--- src/rtl/dmem_arbiter.sv ---
// rtl/dmem_arbiter.sv - round-robin arbiter sharing one data memory between the datapath and a loader port
//
// Purpose:
//   Grants the single DMem port to either the CPU datapath or the external
//   loader/debug port. Grants last exactly one cycle. A requester cannot be
//   granted in two consecutive cycles, and ties go to whoever was not served
//   last. Read data is registered into the owner's *_rdata with a one-cycle
//   *_valid pulse at the edge that ends the grant.
//
// Optional feature (macro DMEM_ARB_BURST_EN):
//   The loader may hold the memory for up to BURST_LEN back-to-back grants.
//   The default build (macro undefined) has no burst counter.
//
// Ports:
//   clk                  clock, all state updates on the rising edge
//   reset                asynchronous active-low reset
//   cpu_req/cpu_we       datapath request / write(1) or read(0)
//   cpu_addr/cpu_wdata   datapath address / store data
//   cpu_gnt/cpu_valid    datapath grant pulse / read-data-valid pulse
//   cpu_rdata            registered read data for the datapath
//   cpu_stall            cpu_req && !cpu_gnt, to the multicycle controller
//   ld_*                 loader/debug port, same meaning as cpu_* (no stall)
//   mem_addr/wdata/we    to DMem (synchronous write, combinational read)
//   mem_rdata            DMem read data

module dmem_arbiter #(
  parameter int ADDR_WIDTH = 16,
  parameter int DATA_WIDTH = 32,
  parameter int BURST_LEN  = 4
) (
  input  logic                  clk,
  input  logic                  reset,

  input  logic                  cpu_req,
  input  logic                  cpu_we,
  input  logic [ADDR_WIDTH-1:0] cpu_addr,
  input  logic [DATA_WIDTH-1:0] cpu_wdata,
  output logic                  cpu_gnt,
  output logic                  cpu_valid,
  output logic [DATA_WIDTH-1:0] cpu_rdata,
  output logic                  cpu_stall,

  input  logic                  ld_req,
  input  logic                  ld_we,
  input  logic [ADDR_WIDTH-1:0] ld_addr,
  input  logic [DATA_WIDTH-1:0] ld_wdata,
  output logic                  ld_gnt,
  output logic                  ld_valid,
  output logic [DATA_WIDTH-1:0] ld_rdata,

  output logic [ADDR_WIDTH-1:0] mem_addr,
  output logic [DATA_WIDTH-1:0] mem_wdata,
  output logic                  mem_we,
  input  logic [DATA_WIDTH-1:0] mem_rdata
);

  if (BURST_LEN < 1) begin : g_bad_burst_len
    $error("dmem_arbiter: BURST_LEN must be at least 1");
  end

  typedef enum logic [1:0] {
    IDLE    = 2'd0,
    GNT_CPU = 2'd1,
    GNT_LD  = 2'd2
  } state_t;

  // last_srv encoding: who won the most recent grant
  localparam logic SRV_CPU = 1'b0;
  localparam logic SRV_LD  = 1'b1;

  state_t state;
  state_t next_state;
  logic   last_srv;
  logic   next_srv;
  logic   cpu_elig;
  logic   ld_elig;

`ifdef DMEM_ARB_BURST_EN
  localparam int BCW = (BURST_LEN > 1) ? $clog2(BURST_LEN) : 1;

  logic [BCW-1:0] burst_cnt;
  logic           burst_hold;

  // Loader keeps the port while it still has beats left in this burst;
  // the CPU request is deliberately ignored here.
  assign burst_hold = (state == GNT_LD) && ld_req &&
                      (burst_cnt < BCW'(BURST_LEN - 1));
`endif

  // Grants come straight from the state register.
  assign cpu_gnt   = (state == GNT_CPU);
  assign ld_gnt    = (state == GNT_LD);
  assign cpu_stall = cpu_req && !cpu_gnt;

  // The requester granted in the current cycle still shows req=1 at the
  // edge ending its grant (it only drops req after that edge), so it is
  // excluded here to avoid serving the same access twice.
  always_comb begin
    cpu_elig   = cpu_req && (state != GNT_CPU);
    ld_elig    = ld_req  && (state != GNT_LD);
    next_state = IDLE;
    next_srv   = last_srv;

    if (cpu_elig && ld_elig) begin
      if (last_srv == SRV_LD) begin
        next_state = GNT_CPU;
        next_srv   = SRV_CPU;
      end else begin
        next_state = GNT_LD;
        next_srv   = SRV_LD;
      end
    end else if (cpu_elig) begin
      next_state = GNT_CPU;
      next_srv   = SRV_CPU;
    end else if (ld_elig) begin
      next_state = GNT_LD;
      next_srv   = SRV_LD;
    end

`ifdef DMEM_ARB_BURST_EN
    if (burst_hold) begin
      next_state = GNT_LD;
      next_srv   = SRV_LD;
    end
`endif
  end

  // Memory port follows the owner during a grant and is parked at zero
  // otherwise; since it decodes the state register, an asynchronous reset
  // drops mem_we immediately and aborts a write in flight.
  always_comb begin
    mem_addr  = '0;
    mem_wdata = '0;
    mem_we    = 1'b0;
    case (state)
      GNT_CPU: begin
        mem_addr  = cpu_addr;
        mem_wdata = cpu_wdata;
        mem_we    = cpu_we;
      end
      GNT_LD: begin
        mem_addr  = ld_addr;
        mem_wdata = ld_wdata;
        mem_we    = ld_we;
      end
      default: begin
      end
    endcase
  end

  always_ff @(posedge clk or negedge reset) begin
    if (!reset) begin
      state     <= IDLE;
      last_srv  <= SRV_LD;
      cpu_valid <= 1'b0;
      ld_valid  <= 1'b0;
      cpu_rdata <= '0;
      ld_rdata  <= '0;
`ifdef DMEM_ARB_BURST_EN
      burst_cnt <= '0;
`endif
    end else begin
      state    <= next_state;
      last_srv <= next_srv;

      // Read data is sampled at the edge ending a read grant; the rdata
      // registers hold their value until the next read by the same owner.
      cpu_valid <= (state == GNT_CPU) && !cpu_we;
      ld_valid  <= (state == GNT_LD)  && !ld_we;
      if ((state == GNT_CPU) && !cpu_we) begin
        cpu_rdata <= mem_rdata;
      end
      if ((state == GNT_LD) && !ld_we) begin
        ld_rdata <= mem_rdata;
      end

`ifdef DMEM_ARB_BURST_EN
      if (burst_hold) begin
        burst_cnt <= burst_cnt + BCW'(1);
      end else begin
        burst_cnt <= '0;
      end
`endif
    end
  end

endmodule

--- config.mk ---
export PLATFORM = sky130hd
export DESIGN_NAME = dmem_arbiter
export DESIGN_NICKNAME = d
export VERILOG_FILES = /design/src/rtl/dmem_arbiter.sv
export SDC_FILE = /design/constraint.sdc
export NUM_CORES = 1
export LEC_CHECK = 0
export CAP_MARGIN = 10
export CORE_MARGIN = 2
export CORE_UTILIZATION = 38
export CTS_CLUSTER_SIZE = 16
export DETAILED_ROUTE_END_ITERATION = 6
export GPL_ROUTABILITY_DRIVEN = 1
export PLACE_DENSITY = 0.9
export SLEW_MARGIN = 30
export SYNTH_ARGS = -nofsm -noshare
export SYNTH_HDL_FRONTEND = slang
export SYNTH_SLANG_ARGS = --single-unit
--- constraint.sdc ---
create_clock -name clk -period 3 [get_ports clk]
set_input_delay 0.3 -clock clk [delete_from_list [all_inputs] [get_ports clk]]
set_output_delay 0.3 -clock clk [all_outputs]
set_load 0.05 [all_outputs]
# ---- After elaboration in Yosys (flattened, before gate mapping)
# Cells that the tools add are included.
dict set report classes {
  n_eq_ne 4
  muxes 11
  n_reduce_logical 10
}
# cell count
set op_table {}
lappend op_table {{$pmux 32 s2} 1}
lappend op_table {{$pmux 16 s2} 1}
lappend op_table {{$mux 2} 4}
lappend op_table {{$logic_and 1x1->1} 6}
lappend op_table {{$mux 1} 4}
lappend op_table {{$logic_not 1->1} 3}
lappend op_table {{$reduce_bool 3->1} 1}
lappend op_table {{$eq 2x1->1 const B} 1}
lappend op_table {{$eq 2x2->1 const B} 1}
lappend op_table {{$ne 2x1->1 const B} 1}
lappend op_table {{$ne 2x2->1 const B} 1}
lappend op_table {{$pmux 1 s2} 1}
dict set report word_totals {
  ff_bits 69
  in_bits 134
  out_inout_bits 118
  elab_cells 31
}

# ---- Depth between registers and ports, before layout
# Gate-level depths: netlist of run 1.
dict set report logic_depth {
  depth_word 5
  mapped_depth 6
}

# ---- Worst setup path after synthesis of run 1
# OpenSTA, ideal clock, no wires.
dict set report synth_timing {
  path_type {register to output}
  startpoint {register state[0]}
  endpoint {output mem_wdata[10]}
  arrival_ns 2.156
  t_required_ns 2.700
  path_slack_ns 0.544
  path_stages_with_launch 7
  n_path_buf 2
  cell_sequence {dfrtp_1 inv_1 ha_1 buf_2 buf_2 a22oi_1 nor2_1}
}
dict set report synth_between {
  elab_chain_cells 2
  word_cells_on_any_way 3
}
# element line_no
set synth_lines {}
lappend synth_lines {{start: declaration} 71} ;# state_t state;
lappend synth_lines {{start signal: assignment} 163} ;# state <= next_state;
lappend synth_lines {{$eq 2x2->1} --}
lappend synth_lines {{via ld_gnt} 47} ;# output logic ld_gnt,
lappend synth_lines {{$pmux 32 s2} 135} ;# case (state)
lappend synth_lines {{end: declaration} 52} ;# output logic [DATA_WIDTH-1:0] mem_wdata,
# The timed path passes the listed nets, and every way through them passes these cells.

# ---- Worst setup path after layout of run 1
dict set report layout_timing {
  startpoint {register state[0]}
  endpoint {output mem_wdata[25]}
}
dict set report layout_between {
  elab_chain_cells 2
  word_cells_on_any_way 3
}
# element line_no
set layout_lines {}
lappend layout_lines {{$eq 2x2->1 or $eq 2x1->1 (tied branches)} 135}
lappend layout_lines {{$pmux 32 s2 (*)} 135}
# Mark *: on every way between the ends. The rest lies on a longest branch, timed or not.

==> results of run 1 <==
state kept, by name, indices dropped and copies added, names as in the netlist:
| signal | cells |
|---|---|
| last_srv | 1 |
| cpu_rdata | 32 |
| state | 2 |
| cpu_valid | 1 |
| ld_valid | 1 |
| ld_rdata | 32 |
through the flow:
step | util | std cells
floorplan | - | 275
global placement | 0.713 | 620
detailed placement | 0.713 | 620
CTS | 0.739 | 636
global route | 0.739 | 636
finish | 0.739 | 636
final cells by class:
type | count | share of cell area
multi-input combinational | 178 | 0.238
timing repair buffer | 258 | 0.450
clock inverter | 5 | 0.0120
inverter | 4 | 0.00221
clock buffer | 11 | 0.0223
tap | 111 | 0.0204
sequential | 69 | 0.254
layout by cell type, fill, tap and decap left out, types with 2 or more instances in the layout:
cell type | netlist | final
sky130_fd_sc_hd__a22oi_1 | 50 | 50
sky130_fd_sc_hd__buf_12 | 6 | 50
sky130_fd_sc_hd__buf_4 | 0 | 7
sky130_fd_sc_hd__bufinv_16 | 0 | 2
sky130_fd_sc_hd__clkbuf_8 | 0 | 11
sky130_fd_sc_hd__clkdlybuf4s50_1 | 0 | 200
sky130_fd_sc_hd__dfrtp_1 | 68 | 68
sky130_fd_sc_hd__ha_1 | 4 | 4
sky130_fd_sc_hd__inv_1 | 4 | 4
sky130_fd_sc_hd__mux2_2 | 6 | 6
sky130_fd_sc_hd__mux2_4 | 58 | 58
sky130_fd_sc_hd__nand2b_1 | 4 | 3
sky130_fd_sc_hd__nor2_1 | 51 | 51
sky130_fd_sc_hd__o21ai_0 | 2 | 2
path summary, 6_finish.rpt:
path | end | slack [ps]
min reg2reg | ld_rdata[2]$_DFFE_PN0P_ | 520
min | ld_rdata[15]$_DFFE_PN0P_ | 30
max | mem_wdata[25] | 680
max in group asynchronous | last_srv$_DFFE_PN1P_ | 2170
max reg2reg | ld_rdata[31]$_DFFE_PN0P_ | 1050
min in group clk | ld_rdata[2]$_DFFE_PN0P_ | 520
where the power goes:
group          switching (uW)  internal (uW)
Combinational            2610           1790
Sequential                300           1350
Clock                     360            515
critical path, cell delays in order, from the launching register on:
cell and delay, ps:
sky130_fd_sc_hd__dfrtp_1 410, sky130_fd_sc_hd__inv_1 100, sky130_fd_sc_hd__ha_1 150, sky130_fd_sc_hd__buf_4 410, sky130_fd_sc_hd__a22oi_1 180, sky130_fd_sc_hd__nor2_1 240
sky130_fd_sc_hd__buf_12 180
cells by family after synthesis:
logic type                 synth area share
muxes                                 0.263
AOI/OAI and AO/OA                     0.111
adders and majority gates            0.0140
buffers and inverters                0.0637
and+or+nand+nor                      0.0644
DFF                                   0.484
metal layers:
layer | track usage | vias to the layer above | share of wire
met2 | 0.514 | 207 | 0.55
met5 | 0 | - | 0
met4 | 0.123 | 0 | 0.035
met1 | 0.269 | 1598 | 0.33
met3 | 0.0707 | 29 | 0.084
li1 | - | 1467 | -
==> impl_metrics.ini, run 1 <==
[synthesis]
yosys_top_cell_by_area = sky130_fd_sc_hd__dfrtp_1
synthTopCellsByArea = sky130_fd_sc_hd__dfrtp_1 48%, sky130_fd_sc_hd__mux2_4 24%, sky130_fd_sc_hd__a22oi_1 11%
synth_async_sr_flop_share = 1.00
syn-instance-count = 275
post_synth_top_area_share = 0.476
post_synthesis_cell_area_sq_mm = 0.00357
yosysMostFrequentCell = sky130_fd_sc_hd__dfrtp_1
syn-mean-instance-area_sq_um = 13.0
netlist_top_cells_count = 68 x sky130_fd_sc_hd__dfrtp_1, 58 x sky130_fd_sc_hd__mux2_4, 51 x sky130_fd_sc_hd__nor2_1, 50 x sky130_fd_sc_hd__a22oi_1
ys_types = 17
synth_warnings = 0
synth-edff-count = 0
synth_top_flop_cell = sky130_fd_sc_hd__dfrtp_1
synth_net_count = 413
ys_seq_elements = 69
synth.yosys.seq_area_share = 0.484

[placement]
hpwlAfterDp_um = 10300
dp_worst_setup_slack_ps = 866
gpl.final_weighted_congestion = 0.911
port_buffers = 251
placed_inst_area_sq_mm = 0.00656

[route]
drt_first_pass_iters = 4
drt-initial-drc-count = 99
routedWlPerCell_um = 21.6
remaining_drc_errors = 0
vias_after_detailed_routing = 3301
detail-route-antenna-nets = 0
drt_wl_total_um = 13700
route.detailed.vias_per_inst = 5.19

[sta]
finalHoldWorstSlack_ps = 34.0
final_hold_violating_endpoints = 0
time_the_worst_path_needs_with_i_o_delays_and_setup_ps = 2320
layout_setup_ws_ps = 681
fin_worst_skew_ps = 14.7
maxClockFrequency_mhz = 431
report.final.slew_viol_count = 0
report.final.setup_viol = 0
maxSlewHeadroom = 0.463
tns_ps = 0
worst-slew-pin-transition_ps = 805
grt_setup_unrepaired = false
timing.final.crit_share = 0.773

[setup_path]
crit_path_start_kind = flip-flop
beginning_of_the_worst_register_to_register_path = state[0]$_DFF_PN0_
worstRegToRegCells = 5
cp.arrival_ps = 2020
cp_data_required_time_ps = 2700
worst-setup-path-type = reg -> out
cp-end-kind = primary output
setup.worst_path.start = state[0]$_DFF_PN0_
worst-path-max-fanout = 48

[clock_tree]
cts_hold_repair.buffers = 0
postCtsSetupRepairBufs = 0
tritoncts = done
ctsHtreeMaxLevel = 3
numCtsBuffers = 9
clk_root_buffer_cell = sky130_fd_sc_hd__clkbuf_8
cts.sink_count = 69
clock_latency_on_the_worst_skew_pair_ps = 350
clk_pin_slew_worst_setup_hold_paths_ps = 80
cts_max_path_buffers = 2
cts_repair_resize_count = 0

[global_route]
grt_antenna_before_repair = 0
globalRouteOverflowTotal = 0
vias_in_the_first_global_route = 3455
grt_pass1_wl_um = 20200
grt_use_total = 0.269
grt_start_max_net_pins = 52

[power]
total_leakage_power_uw = 0.00292
peakVddDrop_mv = 0.527
cellPowerDensity_mw_per_mm2 = 1020
total_power_after_layout_uw = 6920

[finish]
antenna_cells = 0
register_area_sq_mm = 0.00173
design.final.nets = 658
multiInputGateArea_sq_mm = 0.00162
layout.filler_cells = 535
final_cell_area_sq_mm = 0.00679
drive_gt1_frac = 0.269
area_delta_synth_final_pct = 90.2

[die]
dieHeight_um = 101
ios = 252
area_of_the_die_sq_mm = 0.0102
num_rows = 35
die_w_um = 101
initial_core_utilization = 0.388
core_region_area_sq_mm = 0.00920

[run_status]
run_status = finished clean

[flow_run]
cap_violations = 0

[worst_hold_path]
hold_path.class = in -> async
(Power assumes the default switching activity.)
==> run 2: changes to the inputs <==
--- a/config.mk
+++ b/config.mk
@@ -7,11 +7,11 @@
 export LEC_CHECK = 0
 export CAP_MARGIN = 10
 export CORE_MARGIN = 2
-export CORE_UTILIZATION = 38
+export CORE_UTILIZATION = 32
 export CTS_CLUSTER_SIZE = 16
 export DETAILED_ROUTE_END_ITERATION = 6
 export GPL_ROUTABILITY_DRIVEN = 1
-export PLACE_DENSITY = 0.9
+export PLACE_DENSITY = 0.81
 export SLEW_MARGIN = 30
 export SYNTH_ARGS = -nofsm -noshare
 export SYNTH_HDL_FRONTEND = slang
==> constraint.sdc (replaced) <==
create_clock -name clk -period 2.1 [get_ports clk]
set_input_delay 0.21 -clock clk [delete_from_list [all_inputs] [get_ports clk]]
set_output_delay 0.21 -clock clk [all_outputs]
set_load 0.05 [all_outputs]
==> run 2 against run 1 <==
Against the previous run: final cell count rose by 5.2%; first-iteration DRC count rose by 93%; worst hold slack improved by 380 ps; flip-flop and latch count did not move; sequential power rose by 38%; non-clock buffer count rose by 4; sequential share of layout area fell by 1.5 points; worst setup slack got worse by 580 ps; clock power rose by 26%; clock-buffer cell count fell by 1.
==> impl_metrics.ini, run 2 (synthesis gave the netlist of run 1 again) <==
[die]
core_region_area_sq_mm = 0.0109
dieHeight_um = 110
die_w_um = 110
num_rows = 38
ios = 252
area_of_the_die_sq_mm = 0.0120
initial_core_utilization = 0.328

[route]
drt-initial-drc-count = 191
route.detailed.vias_per_inst = 4.88
vias_after_detailed_routing = 3266
detail-route-antenna-nets = 0
drt_first_pass_iters = 4
remaining_drc_errors = 0
routedWlPerCell_um = 18.9
drt_wl_total_um = 12700

[global_route]
grt_use_total = 0.201
grt_start_max_net_pins = 52
vias_in_the_first_global_route = 3509
grt_pass1_wl_um = 18500
globalRouteOverflowTotal = 0
grt_antenna_before_repair = 0

[sta]
final_hold_violating_endpoints = 0
time_the_worst_path_needs_with_i_o_delays_and_setup_ps = 2000
fin_worst_skew_ps = 7.93
timing.final.crit_share = 0.953
grt_setup_unrepaired = false
tns_ps = 0
maxClockFrequency_mhz = 500
worst-slew-pin-transition_ps = 595
report.final.slew_viol_count = 0
maxSlewHeadroom = 0.603
report.final.setup_viol = 0
layout_setup_ws_ps = 98.4

[finish]
antenna_cells = 0
drive_gt1_frac = 0.367
reg.largest.list = cpu_rdata x32, ld_rdata x32, state x2
final-instance-count-excl-fill = 669
area_delta_synth_final_pct = 102
design.final.nets = 662
final_cell_area_sq_mm = 0.00722
most-common-layout-cells = 198 x sky130_fd_sc_hd__clkdlybuf4s50_1, 68 x sky130_fd_sc_hd__dfrtp_1, 58 x sky130_fd_sc_hd__mux2_4, 56 x sky130_fd_sc_hd__buf_12, 50 x sky130_fd_sc_hd__a22oi_1
layout.cells.most_common = sky130_fd_sc_hd__clkdlybuf4s50_1

[setup_path]
cp-end-kind = primary output
cp.arrival_ps = 1790
worst-path-max-fanout = 24
worst-setup-path-type = reg -> out
cp_data_required_time_ps = 1890
r2r_slack_ps = 460
crit_path_start_kind = flip-flop

[clock_tree]
clock_latency_on_the_worst_skew_pair_ps = 330
clk_root_buffer_cell = sky130_fd_sc_hd__clkbuf_8
cts.sink_count = 69
ctsHtreeMaxLevel = 3
tritoncts = done
numCtsBuffers = 9
cts_max_path_buffers = 2
clk_pin_slew_worst_setup_hold_paths_ps = 80
postCtsSetupRepairBufs = 0

[placement]
port_buffers = 251
place.detailed.instances = 650
gpl.final_weighted_congestion = 0.782
placed_inst_area_sq_mm = 0.00694
hpwlAfterDp_um = 9670
dp_worst_setup_slack_ps = 398

[worst_hold_path]
hold_path.class = in -> async

[run_status]
run_status = finished clean

[power]
peakVddDrop_mv = 0.995
total_power_after_layout_uw = 9990
total_leakage_power_uw = 0.00296
cellPowerDensity_mw_per_mm2 = 1380

[flow_run]
cap_violations = 0
## run 2: per-stage QoR
step	util	hold WS, ps
2_1_floorplan	-	-85.6
3_3_place_gp	0.637	228
3_5_place_dp	0.637	244
4_1_cts	0.657	413
5_1_grt	0.663	455
6_report	0.663	410
## run 2: per-layer routing
layer  share of wire  track usage  vias up
met4           0.021       0.0651        0
met2            0.54        0.358      185
li1                -            -     1484
met1            0.35        0.222     1575
met5               0            0        -
met3           0.086       0.0711       22
## run 2: repair_timing
| action | 4_1_cts | 5_1_grt |
|---|---|---|
| hold buffers | 1 | 0 |
| gates resized for setup | 0 | 6 |
| endpoints found under the hold margin | 24 | 0 |
| setup endpoints to repair | 0 | 9 |
## run 2: worst paths after layout
check / startpoint / cells after the start / end
max: state[0]$_DFF_PN0_ / 6 / mem_wdata[23]
max reg2reg: state[1]$_DFF_PN0_ / 5 / cpu_rdata[9]$_DFFE_PN0P_
min reg2reg: ld_rdata[15]$_DFFE_PN0P_ / 1 / ld_rdata[15]$_DFFE_PN0P_
max in group asynchronous: reset / 3 / last_srv$_DFFE_PN1P_
min in group clk: cpu_req / 2 / last_srv$_DFFE_PN1P_
min: reset / 2 / cpu_rdata[27]$_DFFE_PN0P_
## run 2: worst max-delay path, stage by stage, from the launching register on
cell,delay (ps)
sky130_fd_sc_hd__dfrtp_1,380
sky130_fd_sc_hd__inv_1,100
sky130_fd_sc_hd__ha_2,230
sky130_fd_sc_hd__clkbuf_16,200
sky130_fd_sc_hd__a22oi_1,320
sky130_fd_sc_hd__nor2_4,60
sky130_fd_sc_hd__buf_12,150
## run 2: cell type report
class                           count  area [sq um]
Fill cell                         778          3670
Multi-Input combinational cell    178          1890
Clock inverter                      6          68.8
Tap cell                          140           175
Timing Repair Buffer              262          3200
Sequential cell                    69          1730
Inverter                            4          15.0
Clock buffer                       10           138
## run 2: report_power, final
part	total, uW	leakage, uW	switching (uW)	internal, uW
Combinational	6620	0.00204	3870	2750
Sequential	2270	0.000818	348	1920
Clock	1100	0.000103	514	589
Total	9990	0.00296	4730	5260
==> run 3: changes to the inputs <==
--- a/config.mk
+++ b/config.mk
@@ -12,6 +12,7 @@
 export DETAILED_ROUTE_END_ITERATION = 6
 export GPL_ROUTABILITY_DRIVEN = 1
 export PLACE_DENSITY = 0.81
+export SKIP_LAST_GASP = 1
 export SLEW_MARGIN = 30
 export SYNTH_ARGS = -nofsm -noshare
 export SYNTH_HDL_FRONTEND = slang
==> run 3 against run 2 <==
Against the previous run: total power about the same; first-iteration DRC count down 18%; global-route usage unchanged; non-clock buffer count unchanged; register-to-register slack about the same; largest power group unchanged.
==> impl_metrics.ini, run 3 (synthesis gave the netlist of run 1 again) <==
[setup_path]
cpMaxStageDelayCell = sky130_fd_sc_hd__dfrtp_1
r2r-end = cpu_rdata[9]$_DFFE_PN0P_
beginning_of_the_worst_register_to_register_path = state[1]$_DFF_PN0_
cp_cell_sequence = inv_1 -> ha_2 -> clkbuf_16 -> a22oi_1 -> nor2_4 -> buf_12
cp_data_required_time_ps = 1890
worstRegToRegCells = 5
critPathCapture = mem_wdata[23]
r2r_slack_ps = 460
cpLargestDelayFamily = buffers and inverters
critical_path_buffer_and_inverter_count = 3
worst-setup-path-type = reg -> out
critPathMaxStageDelay_ps = 380
worst-path-max-fanout = 24
cp-end-kind = primary output
cp.arrival_ps = 1810
crit_path_start_kind = flip-flop
path_depth = 6
setup.worst_path.start = state[0]$_DFF_PN0_

[clock_tree]
cts.sink_count = 69
clk_root_buffer_cell = sky130_fd_sc_hd__clkbuf_8
numCtsBuffers = 9
ctsHtreeMaxLevel = 3
clk_pin_slew_worst_setup_hold_paths_ps = 80
clock_latency_on_the_worst_skew_pair_ps = 330
postCtsSetupRepairBufs = 0
cts_max_path_buffers = 2
tritoncts = done

[global_route]
grt_use_total = 0.201
globalRouteOverflowTotal = 0
vias_in_the_first_global_route = 3509
grt_start_max_net_pins = 52
grt_antenna_before_repair = 0
grt_pass1_wl_um = 18500

[route]
drt_first_pass_iters = 4
route.detailed.vias_per_inst = 4.87
drt-initial-drc-count = 156
remaining_drc_errors = 0
vias_after_detailed_routing = 3261
detail-route-antenna-nets = 0
drt_wl_total_um = 12700
routedWlPerCell_um = 19.0

[die]
dieHeight_um = 110
core_region_area_sq_mm = 0.0109
ios = 252
die_w_um = 110
initial_core_utilization = 0.328
area_of_the_die_sq_mm = 0.0120
num_rows = 38

[finish]
area_delta_synth_final_pct = 102
most-common-layout-cells = 198 x sky130_fd_sc_hd__clkdlybuf4s50_1, 68 x sky130_fd_sc_hd__dfrtp_1, 58 x sky130_fd_sc_hd__mux2_4, 56 x sky130_fd_sc_hd__buf_12, 50 x sky130_fd_sc_hd__a22oi_1
final_cell_area_sq_mm = 0.00722
drive_gt1_frac = 0.365
antenna_cells = 0
design.final.nets = 662
layout.filler_cells = 778
reg.largest.list = cpu_rdata x32, ld_rdata x32, state x2
layout.cells.most_common = sky130_fd_sc_hd__clkdlybuf4s50_1

[power]
sw_frac_of_total = 0.474
seq_power_share = 0.227
peakVddDrop_mv = 0.995
cellInternalPower_uw = 5260
power.share.combinational = 0.662
psw_uw = 4730
total_leakage_power_uw = 0.00296
cellPowerDensity_mw_per_mm2 = 1380
clock_power_share = 0.110

[worst_hold_path]
hold_path.class = in -> async

[sta]
maxClockFrequency_mhz = 495
fin_worst_skew_ps = 8.49
tns_ps = 0
time_the_worst_path_needs_with_i_o_delays_and_setup_ps = 2020
grt_setup_unrepaired = true
finalHoldWorstSlack_ps = 410
layout_setup_ws_ps = 81.6
worst-slew-pin-transition_ps = 595
report.final.slew_viol_count = 0
final_hold_violating_endpoints = 0
maxSlewHeadroom = 0.603
timing.final.crit_share = 0.961
report.final.setup_viol = 0

[placement]
port_buffers = 251
dp_worst_setup_slack_ps = 398
placed_inst_area_sq_mm = 0.00694
hpwlAfterDp_um = 9670
gpl.final_weighted_congestion = 0.782

[run_status]
run_status = finished clean

[flow_run]
cap_violations = 0
-- run 3: through the flow --
stage,util,total power (uW),cells
global route,0.663,10400,669
finish,0.663,9990,669
detailed placement,0.637,8860,650
global placement,0.637,8740,650
floorplan,-,6370,275
CTS,0.657,10000,667
-- run 3: power groups by stage --
| stage | logic, uW | clock network (uW) | registers [uW] |
|---|---|---|---|
| 2_1_floorplan | 2080 | 0 | 4290 |
| 3_3_place_gp | 6490 | 0 | 2240 |
| 3_5_place_dp | 6570 | 0 | 2290 |
| 4_1_cts | 6600 | 1140 | 2270 |
| 5_1_grt | 6850 | 1190 | 2340 |
| 6_report | 6620 | 1100 | 2270 |
-- run 3: area by class of cell --
type,instances,area (sq um),area share
Multi-Input combinational cell,178,1890,0.262
Sequential cell,69,1730,0.239
Tap cell,140,175,0.0243
Clock inverter,6,68.8,0.00953
Inverter,4,15.0,0.00208
Timing Repair Buffer,262,3200,0.444
Clock buffer,10,138,0.0191
-- run 3: timing repair --
item	CTS	global route
hold buffers	1	0
resized for setup	0	5
setup endpoints to repair	0	9
endpoints found under the hold margin	24	0
-- run 3: how the worst min path moves through the flow --
stage / from / endpoint / slack, ps / cells after the start
2_1_floorplan: reset / cpu_rdata[0]$_DFFE_PN0P_ / -90 / 0
3_3_place_gp: reset / cpu_rdata[27]$_DFFE_PN0P_ / 230 / 1
3_5_place_dp: reset / cpu_rdata[27]$_DFFE_PN0P_ / 240 / 1
4_1_cts: reset / cpu_rdata[27]$_DFFE_PN0P_ / 410 / 2
5_1_grt: reset / cpu_rdata[27]$_DFFE_PN0P_ / 460 / 2
6_report: reset / cpu_rdata[27]$_DFFE_PN0P_ / 410 / 2
-- run 3: per-layer routing --
| metal | routed length [um] | vias to the layer above | share of wire | GRT usage |
|---|---|---|---|---|
| li1 | - | 1486 | - | - |
| met1 | 4560 | 1582 | 0.36 | 0.222 |
| met2 | 6820 | 177 | 0.54 | 0.358 |
| met3 | 1080 | 16 | 0.085 | 0.0711 |
| met4 | 221 | 0 | 0.017 | 0.0651 |
| met5 | 0 | - | 0 | 0 |
